### src/rtl/spi_master_pkg.sv
// Shared types and constants for the SPI master.
//   state_t : controller states
//   dbg_t   : debug view of the controller (state, bit counter, SCLK edge ticks)
package spi_master_pkg;

    typedef enum logic [2:0] {
        IDLE,
        SETUP,
        SHIFT,
        HOLD,
        GAP
    } state_t;

    localparam int   FRAME_BITS = 16;
    localparam int   ADDR_BITS  = 7;
    localparam int   DATA_BITS  = 8;
    localparam logic RW_READ    = 1'b1;

    typedef struct packed {
        state_t     state;
        logic [4:0] bit_cnt;
        logic       sclk_rise;
        logic       sclk_fall;
    } dbg_t;

endpackage

### src/rtl/spi_clkgen.sv
// SCLK divider for the SPI master.
//   clk, reset     : system clock, synchronous active-high reset
//   run_i          : advance the divider counter
//   clear_i        : force counter to 0 and SCLK low
//   toggle_i       : let SCLK toggle at the end of each CLKDIV-cycle phase
//   sclk_o         : registered SCLK level
//   phase_end_o    : last cycle of the current CLKDIV-cycle phase
//   rise_tick_o    : first cycle with SCLK high
//   fall_tick_o    : first cycle with SCLK low after a high phase
//   sample_tick_o  : last cycle of an SCLK high phase
module spi_clkgen #(
    parameter int CLKDIV = 8
) (
    input  logic clk,
    input  logic reset,
    input  logic run_i,
    input  logic clear_i,
    input  logic toggle_i,
    output logic sclk_o,
    output logic phase_end_o,
    output logic rise_tick_o,
    output logic fall_tick_o,
    output logic sample_tick_o
);

    localparam logic [7:0] DIV_LAST = 8'(CLKDIV - 1);

    logic [7:0] div_cnt_q, div_cnt_d;
    logic       sclk_q, sclk_d;
    logic       rise_q, rise_d;
    logic       fall_q, fall_d;
    logic       wrap;

    assign wrap = run_i && (div_cnt_q == DIV_LAST);

    always_comb begin
        div_cnt_d = div_cnt_q;
        sclk_d    = sclk_q;
        if (clear_i) begin
            div_cnt_d = '0;
            sclk_d    = 1'b0;
        end else if (run_i) begin
            div_cnt_d = wrap ? 8'd0 : div_cnt_q + 8'd1;
            if (wrap && toggle_i) begin
                sclk_d = !sclk_q;
            end
        end
        rise_d = !sclk_q && sclk_d;
        fall_d = sclk_q && !sclk_d;
    end

    always_ff @(posedge clk) begin
        if (reset) begin
            div_cnt_q <= '0;
            sclk_q    <= 1'b0;
            rise_q    <= 1'b0;
            fall_q    <= 1'b0;
        end else begin
            div_cnt_q <= div_cnt_d;
            sclk_q    <= sclk_d;
            rise_q    <= rise_d;
            fall_q    <= fall_d;
        end
    end

    assign sclk_o        = sclk_q;
    assign phase_end_o   = wrap;
    assign rise_tick_o   = rise_q;
    assign fall_tick_o   = fall_q;
    // Closing edge of this cycle drops SCLK: the slave has had a full high
    // phase to present its bit, so this is where the master captures.
    assign sample_tick_o = wrap && toggle_i && sclk_q;

endmodule

### src/rtl/spi_master.sv
// SPI master: turns a one-cycle read/write request into a 16-bit MSB-first
// frame {addr[6:0], rw, data[7:0]}.
//   clk, reset        : system clock, synchronous active-high reset
//   start, rw, addr,
//   wdata             : request; accepted only while busy=0
//   busy              : transaction in progress (includes the CS gap)
//   done              : one-cycle pulse at end of frame
//   rdata             : read result, updated at done of a read
//   sclk_pin, cs_pin,
//   mosi_pin, miso_pin: SPI pins (SCLK idles low, CS active low)
//   dbg               : controller state / bit counter / SCLK edge ticks
// Handshake: start is a level sampled on every clock where busy=0; a sampled
// start launches a frame and busy rises the next cycle. Requests made while
// busy=1 are dropped.
module spi_master
    import spi_master_pkg::*;
#(
    parameter int CLKDIV = 8,
    parameter int CS_GAP = 8
) (
    input  logic                 clk,
    input  logic                 reset,
    input  logic                 start,
    input  logic                 rw,
    input  logic [ADDR_BITS-1:0] addr,
    input  logic [DATA_BITS-1:0] wdata,
    output logic                 busy,
    output logic                 done,
    output logic [DATA_BITS-1:0] rdata,
    output logic                 sclk_pin,
    output logic                 cs_pin,
    output logic                 mosi_pin,
    input  logic                 miso_pin,
    output dbg_t                 dbg
);

    localparam logic [7:0] GAP_LAST = 8'(CS_GAP - 1);
    localparam logic [4:0] LAST_BIT = 5'(FRAME_BITS - 1);

    state_t state_q, state_d;

    logic [FRAME_BITS-1:0] shift_out_q, shift_out_d;
    logic [DATA_BITS-1:0]  shift_in_q, shift_in_d;
    logic [DATA_BITS-1:0]  rdata_q, rdata_d;
    logic [4:0]            bit_cnt_q, bit_cnt_d;
    logic [7:0]            gap_cnt_q, gap_cnt_d;
    logic                  rw_q, rw_d;
    logic                  busy_q, busy_d;
    logic                  done_q, done_d;
    logic                  cs_q, cs_d;
    logic                  mosi_q, mosi_d;

    logic gen_run, gen_clear, gen_toggle;
    logic sclk_lvl, phase_end, rise_tick, fall_tick, sample_tick;

    assign gen_run    = (state_q == SETUP) || (state_q == SHIFT) || (state_q == HOLD);
    assign gen_clear  = (state_q == IDLE) || (state_q == GAP);
    assign gen_toggle = (state_q == SHIFT);

    spi_clkgen #(.CLKDIV(CLKDIV)) u_clkgen (
        .clk          (clk),
        .reset        (reset),
        .run_i        (gen_run),
        .clear_i      (gen_clear),
        .toggle_i     (gen_toggle),
        .sclk_o       (sclk_lvl),
        .phase_end_o  (phase_end),
        .rise_tick_o  (rise_tick),
        .fall_tick_o  (fall_tick),
        .sample_tick_o(sample_tick)
    );

    // State register
    always_ff @(posedge clk) begin
        if (reset) begin
            state_q <= IDLE;
        end else begin
            state_q <= state_d;
        end
    end

    // Next-state logic
    always_comb begin
        state_d = state_q;
        case (state_q)
            IDLE:    if (start) state_d = SETUP;
            SETUP:   if (phase_end) state_d = SHIFT;
            SHIFT:   if (sample_tick && (bit_cnt_q == LAST_BIT)) state_d = HOLD;
            HOLD:    if (phase_end) state_d = GAP;
            GAP:     if (gap_cnt_q == GAP_LAST) state_d = IDLE;
            default: state_d = IDLE;
        endcase
    end

    // Datapath and output next values. Pins are registered from the
    // next-state values so they change on the same edge as the state.
    always_comb begin
        shift_out_d = shift_out_q;
        shift_in_d  = shift_in_q;
        bit_cnt_d   = bit_cnt_q;
        gap_cnt_d   = gap_cnt_q;
        rw_d        = rw_q;
        rdata_d     = rdata_q;
        case (state_q)
            IDLE: begin
                bit_cnt_d = '0;
                gap_cnt_d = '0;
                if (start) begin
                    shift_out_d = {addr, rw, wdata};
                    rw_d        = rw;
                    shift_in_d  = '0;
                end
            end
            SHIFT: begin
                if (sample_tick) begin
                    shift_out_d = {shift_out_q[FRAME_BITS-2:0], 1'b0};
                    bit_cnt_d   = bit_cnt_q + 5'd1;
                    // Only the data byte is captured; miso is undriven
                    // during the command byte.
                    if ((rw_q == RW_READ) && (bit_cnt_q >= 5'd8)) begin
                        shift_in_d = {shift_in_q[DATA_BITS-2:0], miso_pin};
                    end
                end
            end
            HOLD: begin
                if (phase_end && (rw_q == RW_READ)) begin
                    rdata_d = shift_in_q;
                end
            end
            GAP: begin
                gap_cnt_d = gap_cnt_q + 8'd1;
            end
            default: ;
        endcase
        busy_d = (state_d != IDLE);
        cs_d   = !((state_d == SETUP) || (state_d == SHIFT) || (state_d == HOLD));
        done_d = (state_q == HOLD) && (state_d == GAP);
        // mosi tracks the MSB of the shifter, so it moves exactly when SCLK falls
        mosi_d = shift_out_d[FRAME_BITS-1];
    end

    always_ff @(posedge clk) begin
        if (reset) begin
            shift_out_q <= '0;
            shift_in_q  <= '0;
            rdata_q     <= '0;
            bit_cnt_q   <= '0;
            gap_cnt_q   <= '0;
            rw_q        <= 1'b0;
            busy_q      <= 1'b0;
            done_q      <= 1'b0;
            cs_q        <= 1'b1;
            mosi_q      <= 1'b0;
        end else begin
            shift_out_q <= shift_out_d;
            shift_in_q  <= shift_in_d;
            rdata_q     <= rdata_d;
            bit_cnt_q   <= bit_cnt_d;
            gap_cnt_q   <= gap_cnt_d;
            rw_q        <= rw_d;
            busy_q      <= busy_d;
            done_q      <= done_d;
            cs_q        <= cs_d;
            mosi_q      <= mosi_d;
        end
    end

    assign busy     = busy_q;
    assign done     = done_q;
    assign rdata    = rdata_q;
    assign sclk_pin = sclk_lvl;
    assign cs_pin   = cs_q;
    assign mosi_pin = mosi_q;

    always_comb begin
        dbg.state     = state_q;
        dbg.bit_cnt   = bit_cnt_q;
        dbg.sclk_rise = rise_tick;
        dbg.sclk_fall = fall_tick;
    end

endmodule

### config.mk
export PLATFORM = sky130hd
export DESIGN_NAME = spi_master
export DESIGN_NICKNAME = d
export VERILOG_FILES = /design/src/rtl/spi_master_pkg.sv /design/src/rtl/spi_clkgen.sv /design/src/rtl/spi_master.sv
export SDC_FILE = /design/constraint.sdc
export NUM_CORES = 1
export LEC_CHECK = 0
export BUFFER_PORTS_ARGS = -buffer_cell sky130_fd_sc_hd__buf_2
export CAP_MARGIN = 25
export CORE_MARGIN = 4
export CORE_UTILIZATION = 35
export DETAILED_ROUTE_END_ITERATION = 7
export GPL_ROUTABILITY_DRIVEN = 0
export SETUP_SLACK_MARGIN = 0.2
export SLEW_MARGIN = 20
export SYNTH_ARGS = -nofsm -noshare
export SYNTH_HDL_FRONTEND = slang
export SYNTH_SLANG_ARGS = --single-unit
### constraint.sdc
create_clock -name clk -period 2.5 [get_ports clk]
set_input_delay 0.75 -clock clk [delete_from_list [all_inputs] [get_ports clk]]
set_output_delay 0.75 -clock clk [all_outputs]
set_load 0.005 [all_outputs]
==> run metrics, run 1 <==
Clock Path Buffers 2; count leader, synth dfxtp_1; relative slew slack 32.9%; vias per inst 5.32; WL final 6990 um; Synth Area per Inst 9.03 sq um; Crit path required time 2.78 ns; H-tree levels 3; Sink Count 63; share of post-route cells with drive strength above 1 24.4%; Post-synth EDFFs 0; pin count of the biggest net entering global routing 24; Finished Layout Cells 482; FMAX 465 MHz; VDD IR max 0.244 mV; initial antenna violation count 0; Yosys cell types 50; hold path depth 2; synth top area cells dfxtp_1 43%, mux2i_1 8.9%, a21oi_1 7.7%; status finished clean; Initial Util 35.7%; CTS tree done; reg2reg end shift_in_q[1]; number of global-route vias before repair 2488; synthesized area 2920 sq um; area of the die 9860 sq um; switching power 484 uW; core area 8180 sq um; Final Max Slew Viols 0; I/O Buffers 42; kind of critical path reg2reg; CTS Root Buffer Type clkbuf_8; setup TNS 0 ns; Arr. time, crit path 2.44 ns; Primary FF master, synth dfxtp_1; grt total ovfl 0; post-synth top area cell dfxtp_1; FF-to-FF Start u_clkgen.div_cnt_q[0]; Mapped Cells 323; Hold Crit Class reg2reg; worst slew pin tran 1.00 ns; Sw Share 23.5%; cells on worst reg2reg path 9; unrepaired setup endpoints after global routing false; P&R area growth vs syn 22.7%; Synth warnings 0; Fin. Hold Viols 0; Async SR Flop Fraction 0%; DR vias 2564; R2R Setup Slk 0.35 ns; maxcap violations 0; combinational cell fraction of total power 7.1%; number of diodes 0; sequential-to-total area share from yosys stat 43.2%; Pleak 0.00145 uW; Die W 99.3 um; Overall Global Routing Usage 14.9%; Die H 99.3 um; worst-path fanout max 6; floorplan row count 33; Reg clk slew, reported paths 0.07 ns; Clock Power Share 42.1%; hold path start rdata[2]; CP Capture Type register; detailed placement HPWL 4640 um; worst hold endpoint rdata[2]; Internal Power 1570 uW; post-route ant nets 0; drt wl/cell 14.5 um; IO Pins 43; Post-route DRC 0; power per cell area 575 nW/um^2; top cell type's share of synthesized area 43.2%; Cell Count Post-Placement 462; Setup violations, final 0; hold_buf cts 0; layout net count 398; Syn Nets 349; Yosys reg bits 63; clk_lat worst skew 0.34 ns; First-pass DRT Iterations 6; Starting DRT DRC Count 97; clock skew 0.00784 ns; first-pass GRT wire length 11900 um; final worst-path cycle share 86.0%; fillcell total 830; TritonCTS buffer count 9; share of power burned in registers 50.8%; Post-synth top cells 63 x dfxtp_1, 45 x a21oi_1, 31 x nand2_1, 26 x mux2i_1, 23 x o31ai_1; startpoint types register; Tmin final 2.15 ns
## metrics by stage
stage                     hold slack [ns]  setup slack (ns)  instance area, sq um  utilization, %  power (uW)
final                               0.453             0.349                  3580            43.8        2060
after global routing                0.482             0.238                  3580            43.8        2150
after CTS                           0.459             0.249                  3510            42.9        2080
after detailed placement            0.451             0.166                  3280            40.1        1210
after global placement              0.443             0.230                  3280            40.1        1210
after floorplan                     0.438             0.211                  2950               -        1160
## registers in the layout, indices dropped and copies added, names as in the netlist
name and count:
shift_in_q 8, done 1, u_clkgen.div_cnt_q 8, u_clkgen.fall_tick_o 1, rw_q 1, busy 1
gap_cnt_q 8, rdata 8, bit_cnt_q 5, u_clkgen.rise_tick_o 1, u_clkgen.sclk_o 1, shift_out_q 16
cs_pin 1, state_q 3
## how the worst max path moves through the flow
stage / start / depth (start not counted) / to / slack [ns]
after floorplan: state_q[1] / 10 / shift_out_q[1] / 0.21
final: u_clkgen.div_cnt_q[0] / 9 / shift_in_q[1] / 0.35
after detailed placement: u_clkgen.div_cnt_q[0] / 8 / shift_out_q[5] / 0.17
after global placement: u_clkgen.div_cnt_q[0] / 7 / bit_cnt_q[3] / 0.23
after global routing: u_clkgen.div_cnt_q[0] / 9 / shift_in_q[1] / 0.24
after CTS: u_clkgen.div_cnt_q[0] / 9 / shift_out_q[5] / 0.25
## cells in the final DEF (no fill, tap or decap), types with 2 or more instances in the layout
master     count
nand2_1       31
ha_1           4
nor2b_1        4
nand4_1        2
nor2_1         5
dfxtp_4        2
clkinv_2       3
o211ai_1       8
or4_1          7
clkbuf_8      10
nor3b_1        2
dfxtp_1       60
o31ai_1       23
a21oi_2        2
or3_1          5
mux2i_1       26
buf_2         42
buf_6          3
a21oi_1       43
inv_1          9
nand4bb_1      2
buf_4         13
o21ai_0       10
nor3_4         2
and3_1         2
nand3_1       18
nor3_1         2
clkbuf_1       2
o21ai_1        2
## cells by family after synthesis
group	count (synthesis)	share of synthesized area, %
AO/OA/AOI/OAI	99	21.1
adder cells (fa/ha/maj)	6	2.57
buffers and inverters	32	4.93
flip-flops	63	43.2
multiplexers	26	8.92
AND/OR/NAND/NOR	97	19.2
## cell type report
cell class / instances / area (sq um) / share of cell area (%)
Multi-Input combinational cell: 228 / 1560 / 43.7
Timing Repair Buffer: 60 / 387 / 10.8
Clock inverter: 4 / 45.0 / 1.26
Clock buffer: 12 / 145 / 4.06
Inverter: 10 / 37.5 / 1.05
Tap cell: 105 / 131 / 3.67
Sequential cell: 63 / 1270 / 35.5
## worst max-delay path, stage by stage (launching register included)
cell and delay [ns]:
dfxtp_4 0.38, ha_4 0.15, or4b_4 0.49, nor3_4 0.12, ha_2 0.22, nor4bb_4 0.21
buf_6 0.18, buf_6 0.13, nand3_1 0.09, a21oi_2 0.14
## power groups by stage
stage	clock [uW]	sequential [uW]	combinational, uW
after floorplan	0	1070	91.7
after global placement	0	1070	142
after detailed placement	0	1070	145
after CTS	885	1050	146
after global routing	933	1050	164
final	866	1040	146
## repair_timing
action,4_1_cts,5_1_grt
endpoints found under the hold margin,0,0
setup buffers,2,0
gates cloned,1,1
setup endpoints to repair,27,27
pin swaps,0,2
resized for setup,6,11
## per-layer routing
metal  part of all wire [%]  global-route usage [%]  up-vias
li1                       -                       -     1292
met1                     47                    18.7     1227
met2                     48                    23.7       33
met3                    2.7                    3.16       12
met4                    2.4                    8.09        0
met5                      0                       0        -
Power figures use the tool's default switching activity.
==> run 2, diff against run 1 <==
clock period = 2.38 ns   (was 2.5 ns; I/O delays follow)
==> run 2 against run 1 <==
Worst hold slack worse by 0.0028 ns; sequential share of layout area decreased by 0.57 points; global-route usage is 0.64 points lower; clock power fell by 9.5%; setup slack worse by 0.11 ns; clock skew is essentially flat; largest cell class unchanged; die area is the same.
==> run metrics, run 2 (same netlist as run 1, synthesis figures left out) <==
status finished clean; initial antenna violation count 0; maxcap violations 0; core area 8180 sq um; Finished Layout Cells 482; final worst-path cycle share 90.0%; area of the die 9860 sq um; Setup violations, final 0; CP Capture Type register; crit-path cells ha_4 > or4b_4 > nor3_4 > ha_2 > nor4bb_4 > buf_6 > buf_8 > nand3_2 > a21oi_2; worst slew pin tran 0.616 ns; Critical Path Source u_clkgen.div_cnt_q[1]; Die H 99.3 um; slowest CP cell or4b_4; Hold Crit Class reg2reg; combinational cell fraction of total power 7.8%; Reg with most FFs shift_out_q; post-route ant nets 0; worst hold endpoint rdata[3]; power per cell area 561 nW/um^2; Internal Power 1550 uW; Cell Count Post-Placement 460; Post-route DRC 0; FMAX 467 MHz; Arr. time, crit path 2.41 ns; Sw Share 24.1%; floorplan row count 33; detailed placement HPWL 4620 um; Clock Path Buffers 2; DR vias 2573; hold path depth 2; WL final 7030 um; vias per inst 5.34; hold_buf cts 0; hold path start rdata[3]; R2R Setup Slk 0.24 ns; Final Max Slew Viols 0; share of power burned in registers 53.8%; setup TNS 0 ns; Clock Power Share 38.4%; most common cell after layout, fill and taps aside dfxtp_1; switching power 491 uW; worst-path fanout max 8; Sink Count 63; unrepaired setup endpoints after global routing true; First-pass DRT Iterations 4; grt total ovfl 0; kind of critical path reg2reg; number of global-route vias before repair 2443; commonest non-fill, non-tap cells in the layout 60 x dfxtp_1, 42 x buf_2, 39 x a21oi_1, 30 x nand2_1, 26 x mux2i_1; Initial Util 35.7%; Die W 99.3 um; number of diodes 0; clk_lat worst skew 0.34 ns; drt wl/cell 14.6 um; P&R area growth vs syn 24.7%; Pleak 0.00145 uW; CTS tree done; Largest register FFs 16; I/O Buffers 42; CP max stage delay 0.48 ns; layout net count 399; Tmin final 2.14 ns; VDD IR max 0.243 mV; startpoint types register; pin count of the biggest net entering global routing 24; Fin. Hold Viols 0; Overall Global Routing Usage 14.2%; Starting DRT DRC Count 121; share of post-route cells with drive strength above 1 27.9%; H-tree levels 3; first-pass GRT wire length 11400 um; CTS Root Buffer Type clkbuf_8; crit path buf inv count 2; IO Pins 43; Reg clk slew, reported paths 0.06 ns; reg2reg end shift_in_q[4]; TritonCTS buffer count 9; relative slew slack 58.4%; Crit path required time 2.65 ns; cells on worst reg2reg path 9; crit-path leading delay family simple AND/OR/NAND/NOR gates; clock skew 0.00828 ns; FF-to-FF Start u_clkgen.div_cnt_q[1]; Total Power 2040 uW
[run 2: cell type report]
type	count	area, sq um
Multi-Input combinational cell	228	1640
Fill cell	836	4540
Clock buffer	14	153
Clock inverter	1	5.00
Tap cell	105	131
Inverter	10	37.5
Timing Repair Buffer	61	405
Sequential cell	63	1270
[run 2: repair_timing]
action / CTS / global route
buffers inserted: 2 / 3
gates cloned: 1 / 1
pin swaps: 0 / 6
gates resized for setup: 4 / 25
setup endpoints to repair: 27 / 28
[run 2: per-layer routing]
layer / vias up / GRT usage [%] / part of all wire, %
met5: - / 0 / 0
met4: 0 / 6.93 / 2.6
met3: 15 / 3.86 / 3.8
met2: 43 / 22.5 / 48
met1: 1215 / 17.9 / 45
li1: 1300 / - / -
[run 2: tightest hold or removal path, delay by kind of cell, from the launching register on]
| kind | cells | cell delay, ns |
|---|---|---|
| DFF | 1 | 0.30 |
| and+or+nand+nor | 1 | 0.05 |
| muxes | 1 | 0.05 |
[run 2: worst max-delay path by stage]
stage | end | cells after the start
detailed placement | shift_in_q[3] | 8
floorplan | cs_pin | 9
CTS | shift_out_q[2] | 9
global placement | bit_cnt_q[3] | 7
finish | shift_in_q[4] | 9
global route | shift_in_q[4] | 9
[run 2: per-stage QoR]
stage	area [sq um]	hold slack, ns	worst slack [ns]	util (%)
4_1_cts	3470	0.456	0.213	42.5
5_1_grt	3640	0.474	0.0914	44.5
6_report	3640	0.451	0.238	44.5
3_5_place_dp	3280	0.443	0.116	40.2
2_1_floorplan	2960	0.438	0.228	-
3_3_place_gp	3280	0.445	0.183	40.2
[run 2: power groups by stage]
stage               Clock, uW  Sequential (uW)  Combinational (uW)
floorplan                   0             1120                96.3
global placement            0             1120                 153
detailed placement          0             1120                 156
CTS                       816             1100                 156
global route              851             1100                 178
finish                    784             1100                 160
==> run 3, diff against run 2 <==
CORE_UTILIZATION = 30   (was 35)
PLACE_DENSITY = 0.51   (was default)
==> run 3 against run 2 <==
Global-route usage fell by 1.4 points; routed wire length up 0.26%; power rose by 13%; final cell count increased by 6.0%; critical endpoint is now shift_in_q[5]; critical path type unchanged; sequential share of layout area shrank 0.24 points; first-iteration DRC count up 52%; utilization fell by 5.4 points; clock power up 34%; highest routed layer unchanged.
==> run metrics, run 3 (same netlist as run 1, synthesis figures left out) <==
Final Util 39.1%; worst hold endpoint rdata[2]; core area 9370 sq um; setup TNS 0 ns; relative slew slack 48.4%; most common cell after layout, fill and taps aside dfxtp_1; worst hold slack 0.454 ns; Placement Cell Area 3350 sq um; R2R Setup Slk 0.27 ns; Hold Crit Class reg2reg; status finished clean; Post-route DRC 0; Critical Path Source u_clkgen.div_cnt_q[1]; initial antenna violation count 0; Tmin final 2.11 ns; worst slew pin tran 0.763 ns; Crit path required time 2.60 ns; clock skew 0.00730 ns; number of global-route vias before repair 2414; commonest non-fill, non-tap cells in the layout 60 x dfxtp_1, 43 x a21oi_1, 42 x buf_2, 31 x nand2_1, 26 x mux2i_1; CTS Root Buffer Type clkbuf_8; TritonCTS buffer count 9; pin count of the biggest net entering global routing 24; final worst-path cycle share 88.8%; area of the die 11400 sq um; worst-path fanout max 8; startpoint types register; Pleak 0.00147 uW; hold path depth 2; DR vias 2531; post-route ant nets 0; Starting DRT DRC Count 184; CP Capture Type register; cells on worst reg2reg path 8; multi-input logic area 1560 sq um; Reg clk slew, reported paths 0.07 ns; number of diodes 0; layout net count 403; kind of critical path reg2reg; First-pass DRT Iterations 5; Reg with most FFs shift_out_q; Clock Path Buffers 2; IO Pins 43; Arr. time, crit path 2.33 ns; design area 3660 sq um; Largest register FFs 16; Die H 107 um; FF-to-FF Start u_clkgen.div_cnt_q[1]; WL final 7050 um; Die W 107 um; H-tree levels 3; Total Power 2300 uW; clk_lat worst skew 0.33 ns; Fin. Hold Viols 0; unrepaired setup endpoints after global routing true; fillcell total 997; Final Max Slew Viols 0; Setup violations, final 0; Sink Count 63; Overall Global Routing Usage 12.8%; drt wl/cell 13.8 um; CTS tree done; VDD IR max 0.313 mV; floorplan row count 35; grt total ovfl 0; reg2reg end shift_in_q[5]; sequential cell area 1270 sq um; power per cell area 629 nW/um^2; hold_buf cts 0; Initial Util 31.1%; FMAX 473 MHz; I/O Buffers 42; first-pass GRT wire length 11800 um; detailed placement HPWL 4850 um; share of post-route cells with drive strength above 1 25.4%; P&R area growth vs syn 25.6%; vias per inst 4.95; hold path start rdata[2]; maxcap violations 0
==> run 3: cell types whose count changed in the layout (fill, tap and decap cells not counted), moves of 2 or more <==
cell and change:
a21oi_1 +4, a21oi_2 -4, buf_4 +5, buf_6 +2
buf_8 -2, bufinv_16 +2, clkbuf_1 -2, nand3_1 +6
nand3_2 -6
==> run 3: final cells by class <==
class / instances / area share, %
multi-input cells: 228 / 42.6
flip-flops and latches: 63 / 34.7
clock inverters: 3 / 1.78
inverters: 10 / 1.02
well taps: 129 / 4.41
clock buffers: 13 / 4.34
repair buffers: 65 / 11.2
==> run 3: worst max-delay path by stage <==
stage          cells past startpoint  slack (ns)               to
2_1_floorplan                      9        0.23           cs_pin
3_3_place_gp                       8        0.18    shift_in_q[0]
3_5_place_dp                       8        0.10  shift_out_q[14]
4_1_cts                            7        0.20     bit_cnt_q[3]
5_1_grt                            9        0.15   shift_out_q[6]
6_report                           8        0.27    shift_in_q[5]
==> run 3: critical path, cell delays in order (launching register included) <==
cell and delay (ns):
dfxtp_4 0.37, ha_4 0.14, or4b_4 0.47, nor3_2 0.13
ha_2 0.22, nand4bb_1 0.19, buf_6 0.19, o211ai_1 0.22
a21oi_2 0.08
==> run 3: per-layer routing <==
| layer | wire length, um | share of wire (%) | global-route usage, % |
|---|---|---|---|
| met3 | 206 | 2.9 | 2.71 |
| met5 | 0 | 0 | 0 |
| met1 | 3530 | 50 | 17.6 |
| met4 | 121 | 1.7 | 5.66 |
| met2 | 3200 | 45 | 19.4 |
==> run 3: through the flow <==
stage / worst slack (ns) / std cells
6_report: 0.267 / 511
3_3_place_gp: 0.182 / 489
3_5_place_dp: 0.100 / 489
5_1_grt: 0.153 / 511
4_1_cts: 0.203 / 507
2_1_floorplan: 0.228 / 323
==> run 3: where the power goes <==
group	leakage [uW]	switching [uW]	internal (uW)
sequential	0.000514	15.6	1080
combinational	0.000841	92.4	68.3
clock	0.000114	399	647
total	0.00147	507	1800
==> run 3: timing repair <==
item,4_1_cts,5_1_grt
pin swaps,0,2
gates resized for setup,3,8
gates cloned,0,0
setup buffers,2,3
setup endpoints to repair,28,30
hold endpoints to repair,0,0
